==> config.mk <==
export PLATFORM = sky130hd
export DESIGN_NAME = rifl_rx_pkt_guard
export DESIGN_NICKNAME = d
export VERILOG_FILES = /design/src/rtl/rifl_rx_pkt_guard.sv
export SDC_FILE = /design/constraint.sdc
export NUM_CORES = 1
export LEC_CHECK = 0
export BUFFER_PORTS_ARGS = -buffer_cell sky130_fd_sc_hd__buf_2
export CELL_PAD_IN_SITES_DETAIL_PLACEMENT = 1
export CELL_PAD_IN_SITES_GLOBAL_PLACEMENT = 2
export CORE_AREA = 2 2 253 255
export CTS_CLUSTER_DIAMETER = 60
export CTS_CLUSTER_SIZE = 28
export DETAILED_ROUTE_END_ITERATION = 12
export DIE_AREA = 0 0 255 257
export PLACE_DENSITY = 0.8
export SETUP_SLACK_MARGIN = 0.15
export SYNTH_ARGS = -nofsm -noshare
export SYNTH_HDL_FRONTEND = slang
export SYNTH_SLANG_ARGS = --single-unit
export TNS_END_PERCENT = 5
==> constraint.sdc <==
create_clock -name clk -period 2.7 [get_ports clk]
set_clock_uncertainty 0.15 [all_clocks]
set_input_delay 0.54 -clock clk [delete_from_list [all_inputs] [get_ports clk]]
set_output_delay 0.54 -clock clk [all_outputs]
set_load 0.1 [all_outputs]
==> src/rtl/rifl_rx_pkt_guard.sv <==
// rifl_rx_pkt_guard: guards the user-side AXI-Stream against lane link loss.
// A single output register slice forwards accepted beats. A packet cut short
// by a link drop is closed with one abort beat (tuser=1). Beats arriving while
// the link is down are dropped and counted.
module rifl_rx_pkt_guard #(
    parameter int unsigned DWIDTH     = 240,
    parameter int unsigned STAT_WIDTH = 32
) (
    input  logic                    clk,
    input  logic                    rst_n,
    input  logic                    link_up,

    input  logic [DWIDTH-1:0]       s_axis_tdata,
    input  logic [DWIDTH/8-1:0]     s_axis_tkeep,
    input  logic                    s_axis_tlast,
    input  logic                    s_axis_tvalid,
    output logic                    s_axis_tready,

    output logic [DWIDTH-1:0]       m_axis_tdata,
    output logic [DWIDTH/8-1:0]     m_axis_tkeep,
    output logic                    m_axis_tlast,
    output logic                    m_axis_tuser,
    output logic                    m_axis_tvalid,
    input  logic                    m_axis_tready,

    input  logic                    clr_stats,
    output logic [STAT_WIDTH-1:0]   pkt_cnt,
    output logic [STAT_WIDTH-1:0]   drop_cnt,
    output logic [STAT_WIDTH-1:0]   abort_cnt
);

    localparam int unsigned KWIDTH = DWIDTH / 8;
    localparam logic [STAT_WIDTH-1:0] STAT_ONE = {{(STAT_WIDTH-1){1'b0}}, 1'b1};

    typedef enum logic [1:0] {
        DOWN,
        IDLE,
        PKT,
        ABORT
    } state_t;

    state_t                  state_q, state_d;

    logic [DWIDTH-1:0]       m_data_q, m_data_d;
    logic [KWIDTH-1:0]       m_keep_q, m_keep_d;
    logic                    m_last_q, m_last_d;
    logic                    m_user_q, m_user_d;
    logic                    m_valid_q, m_valid_d;

    logic [STAT_WIDTH-1:0]   pkt_cnt_q, pkt_cnt_d;
    logic [STAT_WIDTH-1:0]   drop_cnt_q, drop_cnt_d;
    logic [STAT_WIDTH-1:0]   abort_cnt_q, abort_cnt_d;

    logic                    slot_free;
    logic                    ready_raw;
    logic                    load_beat;
    logic                    load_abort;
    logic                    pkt_inc;
    logic                    drop_inc;
    logic                    abort_inc;

    assign slot_free = !m_valid_q || m_axis_tready;

    // Next-state and handshake decode for the link/packet FSM.
    always_comb begin
        state_d    = state_q;
        ready_raw  = 1'b0;
        load_beat  = 1'b0;
        load_abort = 1'b0;
        pkt_inc    = 1'b0;
        drop_inc   = 1'b0;
        abort_inc  = 1'b0;
        case (state_q)
            DOWN: begin
                // Sink everything while down; a beat in the rising cycle is still dropped.
                ready_raw = 1'b1;
                drop_inc  = s_axis_tvalid;
                if (link_up) begin
                    state_d = IDLE;
                end
            end
            IDLE, PKT: begin
                ready_raw = link_up && slot_free;
                if (s_axis_tvalid && ready_raw) begin
                    load_beat = 1'b1;
                    pkt_inc   = s_axis_tlast;
                    state_d   = s_axis_tlast ? IDLE : PKT;
                end else if (!link_up) begin
                    state_d = (state_q == PKT) ? ABORT : DOWN;
                end
            end
            ABORT: begin
                // Wait for the slot so a held beat is never overwritten.
                if (slot_free) begin
                    load_abort = 1'b1;
                    abort_inc  = 1'b1;
                    state_d    = DOWN;
                end
            end
            default: begin
                state_d = DOWN;
            end
        endcase
    end

    assign s_axis_tready = rst_n && ready_raw;

    // Output slice next-value: load a beat, load an abort, or drain on tready.
    always_comb begin
        m_data_d  = m_data_q;
        m_keep_d  = m_keep_q;
        m_last_d  = m_last_q;
        m_user_d  = m_user_q;
        m_valid_d = m_valid_q;
        if (load_beat) begin
            m_data_d  = s_axis_tdata;
            m_keep_d  = s_axis_tkeep;
            m_last_d  = s_axis_tlast;
            m_user_d  = 1'b0;
            m_valid_d = 1'b1;
        end else if (load_abort) begin
            m_data_d  = '0;
            m_keep_d  = '0;
            m_last_d  = 1'b1;
            m_user_d  = 1'b1;
            m_valid_d = 1'b1;
        end else if (m_axis_tready) begin
            m_valid_d = 1'b0;
        end
    end

    // Saturating statistics counters; clear wins over a same-cycle increment.
    always_comb begin
        pkt_cnt_d   = pkt_cnt_q;
        drop_cnt_d  = drop_cnt_q;
        abort_cnt_d = abort_cnt_q;
        if (clr_stats) begin
            pkt_cnt_d   = '0;
            drop_cnt_d  = '0;
            abort_cnt_d = '0;
        end else begin
            if (pkt_inc && (pkt_cnt_q != '1)) begin
                pkt_cnt_d = pkt_cnt_q + STAT_ONE;
            end
            if (drop_inc && (drop_cnt_q != '1)) begin
                drop_cnt_d = drop_cnt_q + STAT_ONE;
            end
            if (abort_inc && (abort_cnt_q != '1)) begin
                abort_cnt_d = abort_cnt_q + STAT_ONE;
            end
        end
    end

    // State, output slice and counter registers with synchronous reset.
    always_ff @(posedge clk) begin
        if (!rst_n) begin
            state_q     <= DOWN;
            m_data_q    <= '0;
            m_keep_q    <= '0;
            m_last_q    <= 1'b0;
            m_user_q    <= 1'b0;
            m_valid_q   <= 1'b0;
            pkt_cnt_q   <= '0;
            drop_cnt_q  <= '0;
            abort_cnt_q <= '0;
        end else begin
            state_q     <= state_d;
            m_data_q    <= m_data_d;
            m_keep_q    <= m_keep_d;
            m_last_q    <= m_last_d;
            m_user_q    <= m_user_d;
            m_valid_q   <= m_valid_d;
            pkt_cnt_q   <= pkt_cnt_d;
            drop_cnt_q  <= drop_cnt_d;
            abort_cnt_q <= abort_cnt_d;
        end
    end

    assign m_axis_tdata  = m_data_q;
    assign m_axis_tkeep  = m_keep_q;
    assign m_axis_tlast  = m_last_q;
    assign m_axis_tuser  = m_user_q;
    assign m_axis_tvalid = m_valid_q;
    assign pkt_cnt       = pkt_cnt_q;
    assign drop_cnt      = drop_cnt_q;
    assign abort_cnt     = abort_cnt_q;

endmodule

==> key figures <==
Outcome
  – Status: completed

CTS
  – Hold Buf Count CTS: 0
  – CTS max path bufs: 3
  – TritonCTS clock tree: done
  – H-Tree Depth: 2
  – CTS Buf Count: 42
  – Root buffer cell: clkbuf_16
  – Skew-Pair Late Insertion Delay: 560 ps
  – Clk sinks: 371
  – Worst-path clk slew: 80 ps

STA
  – Max-slew headroom: 13.7%
  – Final hold viol count: 0
  – Final Setup Violations: 0
  – RSZ-0062 raised after global routing: true
  – Slew at the pin closest to its max-slew limit: 1290 ps
  – Max Slew Vio Count: 0
  – Setup_tns: 0 ps
  – Fmax: 395 MHz
  – Period minus WS final: 2530 ps
  – Fin crit share: 93.8%

Synthesis
  – Area leader, netlist: dfxtp_1
  – Post-Synthesis Cells: 1822
  – Yosys warns: 0
  – Number of synthesized flops with an enable pin: 0
  – Flops & latches, synth: 371
  – Synth top area share: 48.6%
  – Post-Syn Nets: 2106
  – Average instance area after synthesis: 8.38 um^2
  – Top_reg_cell synth: dfxtp_1
  – Sequential cell area fraction in the yosys report: 48.6%
  – Most frequent cells after synthesis: dfxtp_1, nand3_1, nand2_1
  – Post-Syn Area: 15300 um^2
  – Ranking of synthesized cells by area: dfxtp_1, a21boi_0, nand3_1
  – Count leader, synth: dfxtp_1
  – Async S/R FF share, synth: 0%
  – Yosys cell types: 42

Critical path
  – Worst Path Max Fanout: 2
  – Setup CP Type: reg -> out
  – Crit path DAT: 1840 ps
  – Worst setup EP type: output port
  – Worst setup SP type: register
  – Worst path required time: 2010 ps

Drt
  – Drt first-iter violations: 739
  – Vias/cell: 4.76
  – Vias after detailed routing: 15700
  – 1st-pass router iterations: 4
  – Total Wirelength: 64.1 mm
  – Final ANT Viol Nets: 0
  – Residual DRC: 0
  – Drt wl/cell: 19.4 um

Global route
  – Largest net degree at the start of global routing: 211
  – Total grt overflow: 0
  – Global-route wire length before repair: 97.8 mm
  – Initial antenna violation count: 21
  – Vias in the first global route: 16300
  – Total Routing Usage GR: 19.0%

Power and ir drop
  – Leakage: 8.71 nW
  – Largest vdd supply drop: 0.000453 V
  – Logic pwr share: 15.4%
  – Sw Ratio: 32.4%
  – Pwr/cell area: 634 nW/um^2
  – Internal cell power: 9.13 mW
  – Clock Power Share: 42.6%
  – Psw: 4.37 mW
  – Flop pwr share: 42.0%

Place
  – IO Port Bufs: 646
  – GPL Wtd Cong: 0.861
  – DP HPWL: 47.4 mm
  – Placed Cells incl. Taps: 3219

Final layout
  – Multi-input logic area: 7350 um^2
  – Nets: 2705
  – Filler Cells Inserted: 7590
  – Share of cells above drive strength 1: 35.5%
  – Post-Layout Cell Count: 3306
  – Sequential cell area: 7590 um^2
  – Layout area overhead: 39.4%

Floorplan
  – Std cell rows: 92
  – Die width: 255 um
  – Area of the die: 65500 um^2
  – Die span in y: 257 um
  – Initial cell density of the core: 24.3%
  – Core area: 62700 um^2
  – Top Ports: 647

Min path
  – Worst hold path class: in -> reg

Run
  – Maxcap violations: 0
[layout by cell type, fill, tap and decap left out, types with 17 or more instances in the layout]
cell type / n
nor2_1: 97
a21oi_1: 19
dfxtp_4: 24
o21ai_0: 17
dfxtp_2: 55
xnor2_1: 38
buf_4: 35
nand3_1: 315
dfxtp_1: 292
nor3_1: 31
clkbuf_16: 43
buf_12: 18
xor2_1: 36
a21boi_0: 271
nand4_1: 40
buf_2: 644
nand2_1: 313
[worst max-delay path, stage by stage (launching register included)]
cell and delay [ps]:
dfxtp_2 340, inv_2 60, ha_4 270, and2_4 150, a21oi_4 60, nor3b_4 210, buf_12 200
[through the flow]
stage | hold slack [ps] | instance area, um^2 | power (mW) | setup slack (ps) | utilization, %
final | 69.1 | 21300 | 13.5 | 168 | 33.9
after global routing | 45.5 | 21300 | 14.1 | 80.4 | 33.9
after CTS | 27.1 | 21300 | 13.7 | 142 | 33.9
after detailed placement | 318 | 19800 | 7.86 | 88.9 | 31.6
after global placement | 309 | 19800 | 7.83 | 151 | 31.6
after floorplan | 379 | 15500 | 7.25 | 102 | -
[cells by family after synthesis]
group                    count (synthesis)  share of synthesized area, %
XOR/XNOR                                74                          4.24
adder cells (fa/ha/maj)                  7                         0.573
AO/OA/AOI/OAI                          328                          15.6
AND/OR/NAND/NOR                        879                          26.8
multiplexers                             4                         0.262
buffers and inverters                  159                          3.95
flip-flops                             371                          48.6
[final cells by class]
| type | instances | area share (%) |
|---|---|---|
| Antenna cell | 6 | 0.0705 |
| Tap cell | 846 | 4.97 |
| Multi-Input combinational cell | 1292 | 34.5 |
| Inverter | 16 | 0.282 |
| Timing Repair Buffer | 698 | 18.1 |
| Clock buffer | 46 | 5.11 |
| Clock inverter | 31 | 1.31 |
| Sequential cell | 371 | 35.6 |
[power by group through the flow]
| stage | Clock, mW | Combinational (mW) | Sequential [mW] |
|---|---|---|---|
| after floorplan | 0 | 0.433 | 6.82 |
| after global placement | 0 | 2.04 | 5.79 |
| after detailed placement | 0 | 2.07 | 5.79 |
| after CTS | 5.94 | 2.09 | 5.67 |
| after global routing | 6.19 | 2.18 | 5.68 |
| final | 5.75 | 2.08 | 5.67 |
[layer usage]
layer | wire length, um | GRT usage (%) | part of all wire [%] | vias up
li1 | - | - | - | 7485
met1 | 25500 | 21.6 | 40 | 7677
met2 | 32600 | 34.1 | 51 | 428
met3 | 4380 | 5.83 | 6.8 | 108
met4 | 1430 | 4.73 | 2.2 | 24
met5 | 144 | 0 | 0.22 | -
[final timing paths]
kind                                                    from  cells after the start  slack (ps)                            end
worst max register to register       state_q[1]$_SDFFE_PN0P_                      9         230  m_axis_tdata[26]$_SDFFE_PN0P_
worst min-delay path                        s_axis_tdata[51]                      3          70  m_axis_tdata[51]$_SDFFE_PN0P_
worst max-delay path                 state_q[1]$_SDFFE_PN0P_                      6         170                  s_axis_tready
worst min register to register  m_axis_tkeep[2]$_SDFFE_PN0P_                      2         330   m_axis_tkeep[2]$_SDFFE_PN0P_
[registers in the layout (all words and copies together) (netlist names)]
| signal | flops |
|---|---|
| state_q | 2 |
| m_axis_tlast | 1 |
| drop_cnt | 32 |
| m_axis_tuser | 1 |
| abort_cnt | 32 |
| m_axis_tkeep | 30 |
| m_axis_tvalid | 1 |
| m_axis_tdata | 240 |
| pkt_cnt | 32 |
[timing repair]
| item | CTS | global route |
|---|---|---|
| pin swaps | 4 | 0 |
| buffers inserted | 4 | 0 |
| resized for setup | 8 | 2 |
| setup endpoints to repair | 6 | 17 |
Power figures use the tool's default switching activity.
